===== src/rtl/store_write_buffer_pkg.sv =====
// rtl/store_write_buffer_pkg.sv - shared widths, byte-lane helpers for the store write buffer
// Purpose: entry field widths, the full-word byte-enable constant and the lane
//          mapping/merge helpers used by the buffer and its comparator.
// Ports:   none (package).
package store_write_buffer_pkg;

    localparam int ADDR_W = 30;
    localparam int DATA_W = 32;
    localparam int BE_W   = 4;

    localparam logic [BE_W-1:0] BE_WORD = 4'b1111;

    // Byte-enable bit i selects the lane whose MSB is returned here; bit 0 is
    // the most significant byte (bits 31:24), matching the store encoder.
    function automatic int lane_msb(input int lane);
        return DATA_W - 1 - 8 * lane;
    endfunction

    // Overwrite only the enabled lanes of old_data with new_data.
    function automatic logic [DATA_W-1:0] merge_bytes(
        input logic [DATA_W-1:0] old_data,
        input logic [DATA_W-1:0] new_data,
        input logic [BE_W-1:0]   be
    );
        logic [DATA_W-1:0] merged;
        merged = old_data;
        for (int i = 0; i < BE_W; i++) begin
            if (be[i]) begin
                merged[lane_msb(i) -: 8] = new_data[lane_msb(i) -: 8];
            end
        end
        return merged;
    endfunction

endpackage


===== src/rtl/store_buf_match.sv =====
// rtl/store_buf_match.sv - DEPTH-way word-address comparator over the buffer entries
// Purpose: compares a key address against every entry and reports which valid
//          entries hold that word.
// Ports:   valid [DEPTH]          entry valid bits
//          addrs [DEPTH][ADDR_W]  entry word addresses
//          key   [ADDR_W]         address to look up
//          hit   [DEPTH]          per-entry match (valid & address equal)
module store_buf_match
    import store_write_buffer_pkg::*;
#(
    parameter int DEPTH = 4
) (
    input  logic [DEPTH-1:0]             valid,
    input  logic [DEPTH-1:0][ADDR_W-1:0] addrs,
    input  logic [ADDR_W-1:0]            key,
    output logic [DEPTH-1:0]             hit
);

    always_comb begin
        hit = '0;
        for (int i = 0; i < DEPTH; i++) begin
            hit[i] = valid[i] && (addrs[i] == key);
        end
    end

endmodule


===== src/rtl/store_write_buffer.sv =====
// rtl/store_write_buffer.sv - posted in-order store buffer with youngest-entry merge and RAW check
// Purpose: queues encoded stores and drains them to memory over req/ack, so
//          stores do not stall on slow memory. Optionally byte-merges a store
//          into the youngest (non-head) entry, and flags loads that hit a
//          pending store.
// Ports:   clk, rst                        clock, synchronous active-high reset
//          wr_en/wr_addr/wr_data/wr_be     store issue from the encoder
//          full, empty, count              occupancy status
//          ld_chk_en/ld_chk_addr           load lookup; ld_hazard = hit on a pending store
//          mem_req/mem_addr/mem_wdata/mem_be, mem_ack   head-entry drain handshake
module store_write_buffer
    import store_write_buffer_pkg::*;
#(
    parameter int DEPTH = 4,
    parameter bit MERGE = 1'b1
) (
    input  logic                       clk,
    input  logic                       rst,
    input  logic                       wr_en,
    input  logic [ADDR_W-1:0]          wr_addr,
    input  logic [DATA_W-1:0]          wr_data,
    input  logic [BE_W-1:0]            wr_be,
    output logic                       full,
    output logic                       empty,
    output logic [$clog2(DEPTH):0]     count,
    input  logic                       ld_chk_en,
    input  logic [ADDR_W-1:0]          ld_chk_addr,
    output logic                       ld_hazard,
    output logic                       mem_req,
    output logic [ADDR_W-1:0]          mem_addr,
    output logic [DATA_W-1:0]          mem_wdata,
    output logic [BE_W-1:0]            mem_be,
    input  logic                       mem_ack
);

    localparam int PW = $clog2(DEPTH);
    localparam int CW = PW + 1;
    localparam logic [CW-1:0] FULL_CNT = CW'(DEPTH);
    localparam logic [CW-1:0] TWO_CNT  = CW'(2);

    logic [DEPTH-1:0]             ent_valid;
    logic [DEPTH-1:0][ADDR_W-1:0] ent_addr;
    logic [DEPTH-1:0][DATA_W-1:0] ent_data;
    logic [DEPTH-1:0][BE_W-1:0]   ent_be;
    logic [PW-1:0]                head;
    logic [PW-1:0]                tail;
    logic [PW-1:0]                tail_prev;
    logic [DEPTH-1:0]             youngest_sel;
    logic [DEPTH-1:0]             ld_hit;
    logic [DEPTH-1:0]             merge_hit;
    logic                         do_merge;
    logic                         do_push;
    logic                         do_pop;

    assign full  = (count == FULL_CNT);
    assign empty = (count == '0);

    store_buf_match #(.DEPTH(DEPTH)) u_ld_match (
        .valid (ent_valid),
        .addrs (ent_addr),
        .key   (ld_chk_addr),
        .hit   (ld_hit)
    );

    store_buf_match #(.DEPTH(DEPTH)) u_merge_match (
        .valid (ent_valid),
        .addrs (ent_addr),
        .key   (wr_addr),
        .hit   (merge_hit)
    );

    // Hazard looks at registered state only; a store pushed this cycle shows up next cycle.
    assign ld_hazard = ld_chk_en && (|ld_hit);

    // Only the youngest entry may absorb a store, and never when it is also the
    // head (count>=2), since the head is already on the memory bus.
    assign tail_prev    = tail - 1'b1;
    assign youngest_sel = {{(DEPTH-1){1'b0}}, 1'b1} << tail_prev;
    assign do_merge     = MERGE && wr_en && (count >= TWO_CNT) && (|(merge_hit & youngest_sel));
    // Full blocks a push even if a pop happens in the same cycle (no bypass).
    assign do_push      = wr_en && (|wr_be) && !full && !do_merge;
    assign do_pop       = mem_req && mem_ack;

    // Head is presented straight from registered storage; zero when nothing is pending.
    assign mem_req   = !empty;
    assign mem_addr  = mem_req ? ent_addr[head] : '0;
    assign mem_wdata = mem_req ? ent_data[head] : '0;
    assign mem_be    = mem_req ? ent_be[head]   : '0;

    always_ff @(posedge clk) begin
        if (rst) begin
            ent_valid <= '0;
            ent_addr  <= '0;
            ent_data  <= '0;
            ent_be    <= '0;
            head      <= '0;
            tail      <= '0;
            count     <= '0;
        end else begin
            if (do_pop) begin
                ent_valid[head] <= 1'b0;
                head            <= head + 1'b1;
            end
            if (do_merge) begin
                ent_data[tail_prev] <= merge_bytes(ent_data[tail_prev], wr_data, wr_be);
                ent_be[tail_prev]   <= ent_be[tail_prev] | wr_be;
            end
            if (do_push) begin
                ent_valid[tail] <= 1'b1;
                ent_addr[tail]  <= wr_addr;
                ent_data[tail]  <= wr_data;
                ent_be[tail]    <= wr_be;
                tail            <= tail + 1'b1;
            end
            unique case ({do_push, do_pop})
                2'b10:   count <= count + 1'b1;
                2'b01:   count <= count - 1'b1;
                default: ;
            endcase
        end
    end

endmodule


===== config.mk =====
export PLATFORM = sky130hd
export DESIGN_NAME = store_write_buffer
export DESIGN_NICKNAME = d
export VERILOG_FILES = /design/src/rtl/store_write_buffer_pkg.sv /design/src/rtl/store_buf_match.sv /design/src/rtl/store_write_buffer.sv
export SDC_FILE = /design/constraint.sdc
export NUM_CORES = 1
export LEC_CHECK = 0
export ABC_AREA = 1
export CAP_MARGIN = 20
export CORE_ASPECT_RATIO = 1.25
export CORE_UTILIZATION = 45
export CTS_BUF_LIST = sky130_fd_sc_hd__clkbuf_16
export CTS_CLUSTER_DIAMETER = 150
export DETAILED_ROUTE_END_ITERATION = 10
export GPL_ROUTABILITY_DRIVEN = 0
export PLACE_DENSITY_LB_ADDON = 0.05
export SLEW_MARGIN = 20
export SYNTH_ARGS = -nofsm -noshare
export SYNTH_HDL_FRONTEND = slang
export SYNTH_HIERARCHICAL = 1
export SYNTH_SLANG_ARGS = --single-unit
export TNS_END_PERCENT = 1

===== constraint.sdc =====
create_clock -name clk -period 3.2 [get_ports clk]
set_clock_uncertainty 0.2 [all_clocks]
set_input_delay 0.96 -clock clk [delete_from_list [all_inputs] [get_ports clk]]
set_output_delay 0.96 -clock clk [all_outputs]
set_load 0.05 [all_outputs]

==> summary.md <==
| Metric | Value |
|---|---|
| # placed instances | `4890` |
| Crit-path max cell delay | `270 ps` |
| Cells after Synth | `4115` |
| Core area | `47200 µm²` |
| Residual DRC | `0` |
| # hold bufs at CTS | `0` |
| Leakage | `13.1 nW` |
| Top cells by area, synth | `nand2_1 27%, dfxtp_1 26%, nor2_1 12%, inv_1 8.0%, a21oi_1 6.1%` |
| # Max-Cap Violations | `0` |
| Initial antenna violation count | `4` |
| Clk sink count | `275` |
| FF+latch count, synth | `275` |
| Clk slew on worst S/H paths | `60 ps` |
| Post-DP Area | `26300 µm²` |
| Synthesized Nets | `4230` |
| Post-layout minimum cycle time | `3510 ps` |
| Count of cell types in the netlist | `24` |
| Power Total | `0.0187 W` |
| Status | `complete, but fails checks` |
| Die width | `198 µm` |
| Clock latency on the worst-skew pair | `580 ps` |
| Most used DFF post-synth | `dfxtp_1` |
| Syn. warnings | `6` |
| Dpl hpwl | `62.6 mm` |
| Min-delay worst type | `reg -> reg` |
| Row Count | `89` |
| First-pass GRT wire length | `142 mm` |
| Async S/R FF share, synth | `0%` |
| Synthesized area per cell | `5.23 µm²` |
| Share of the synthesized area in the top cell type | `27.3%` |
| Layout cells sized above 1 | `15.6%` |
| Crit start category | `input port` |
| Max IR drop VDD | `0.509 mV` |
| H-tree levels | `2` |
| PwrDens | `673 nW/µm²` |
| Crit path top cell by count | `nand2_2` |
| Pre-antenna DRT Iters | `9` |
| Setup CP Type | `in -> out` |
| I/O Buffers | `173` |
| Total Wirelength | `93.4 mm` |
| Crit share post-route | `110%` |
| WHS | `303 ps` |
| Slowest library cell on the worst path | `o41a_1` |
| Register area share after synthesis | `25.6%` |
| DR vias | `26500` |
| Clk root buf | `clkbuf_16` |
| Max Freq | `285 MHz` |
| Worst Path Arrival | `2350 ps` |
| EDFF count, synth | `0` |
| Yosys top cell by area | `nand2_1` |
| Largest net degree at the start of global routing | `69` |
| Final nets | `4414` |
| Clk buf depth | `3` |
| Synthesized cell area | `21500 µm²` |
| Count of final setup violators | `52` |
| Initial core utilization | `45.6%` |
| PnR worst setup slack | `-310 ps` |
| Unrepaired setup endpoints after global routing | `yes` |
| Top cells by count, synth | `1569 x nand2_1, 717 x nor2_1, 458 x inv_1` |
| Vias/cell | `5.33` |
| Die area | `48800 µm²` |
| Max-slew headroom | `44.2%` |
| Drt wl/cell | `18.8 µm` |
| Pin slew with the least headroom to its limit | `837 ps` |
| Total congestion overflow | `0` |
| Final Hold Vio Count | `0` |
| Failing checks | `negative setup slack` |
| CP Max Fanout | `5` |
| Total Routing Usage GR | `38.3%` |
| Slew Limit Fails | `0` |
| Fin cells | `4966` |
| Worst path cell trace | `buf_6 -> inv_2 -> buf_4 -> nand2_2 -> nand2_2 -> nor2_4 -> nand2_2 -> nor2_4 -> nand2_1 -> nor2_1 -> o41a_1 -> buf_12` |
| Dpl ws | `-1060 ps` |
| Die height | `247 µm` |
| CTS tree | `built` |
| Vias in the first global route | `24500` |
| Num CTS Buffers | `35` |
| Area grow syn2layout | `29.3%` |
| Count leader, synth | `nand2_1` |
| Fin area | `27800 µm²` |
| CP Data Required Time | `2040 ps` |
| Antenna Violating Nets Remaining | `0` |
| IO Pins | `174` |
| Iter 0 DRT Violations | `2463` |
| CP Capture Type | `primary output` |
[final timing paths]
kind / startpoint / endpoint / slack, ps / cells after the start
worst max-delay path: ld_chk_addr[6] / ld_hazard / -310 / 12
worst min-delay path: ent_valid[3] / ent_valid[3] / 300 / 2
worst max register to register: ent_addr[119] / count[2] / 140 / 21
worst min register to register: ent_valid[3] / ent_valid[3] / 300 / 2
[worst max-delay path: cells and delay by family]
kind | cells | cell delay (ps)
buf+inv | 4 | 440
compound gates | 1 | 270
simple gates | 7 | 670
[state kept, by name (all words and copies together) (netlist names)]
register	cells
ent_valid	4
ent_addr	120
count	3
ent_data	128
tail	2
head	2
ent_be	16
[layout make-up]
class / instances / area (µm²)
antenna: 3 / 7.51
clock buffer: 35 / 876
clock inverter: 29 / 169
fill: 4968 / 19400
inverter: 524 / 2040
multi-input combinational: 3075 / 14100
sequential: 275 / 5520
tap: 637 / 797
timing repair buffer: 388 / 4370
[cell usage in the layout (no fill, tap or decap), drive strengths merged, types with 3 or more instances in the layout]
master / netlist / final
clkdlybuf4s50: 0 / 42
clkinv: 1 / 17
o21ai: 159 / 159
xnor2: 8 / 8
a21oi: 264 / 264
buf: 120 / 317
dfxtp: 275 / 275
nand2: 1571 / 1571
nand4: 204 / 204
nor2: 728 / 728
inv: 523 / 535
clkbuf: 121 / 63
nand3: 126 / 126
diode: 0 / 3
ha: 13 / 13
[cell families after synthesis]
group           Yosys count  share of synthesized area (%)
simple gates           2629                           49.2
xor+xnor                  8                          0.325
compound gates          424                           9.88
flops                   275                           25.6
buf+inv                 765                           14.2
fa+ha+maj                14                          0.848
[routing by layer]
metal | GRT usage, % | part of all wire (%) | up-vias
li1 | - | - | 13000
met1 | 44.3 | 38 | 11700
met2 | 62.4 | 46 | 1313
met3 | 7.36 | 8.6 | 368
met4 | 29.0 | 7.9 | 2
met5 | 0 | 0.012 | -
[per-stage QoR]
step                      setup TNS [ps]  util [%]
after floorplan                    -1490         -
after global placement           -217140      55.8
after detailed placement         -214100      55.8
after CTS                          -2950      58.5
after global routing               -8070      59.0
final                              -3260      59.0
[report_power, final]
group          total (W)  leakage (nW)  internal, W  switching [W]
clock network    0.00381         0.551      0.00208        0.00173
logic             0.0107          10.3      0.00387        0.00679
registers        0.00427          2.25      0.00382       0.000446
total             0.0187          13.1      0.00978        0.00896
[repair_timing]
| item | CTS | global route |
|---|---|---|
| endpoints found under the setup margin | 340 | 337 |
| setup buffers | 9 | 5 |
| cloned | 0 | 0 |
| pin swaps | 64 | 68 |
| resized for setup | 288 | 177 |
No activity file was read; power rests on OpenSTA's default activity.
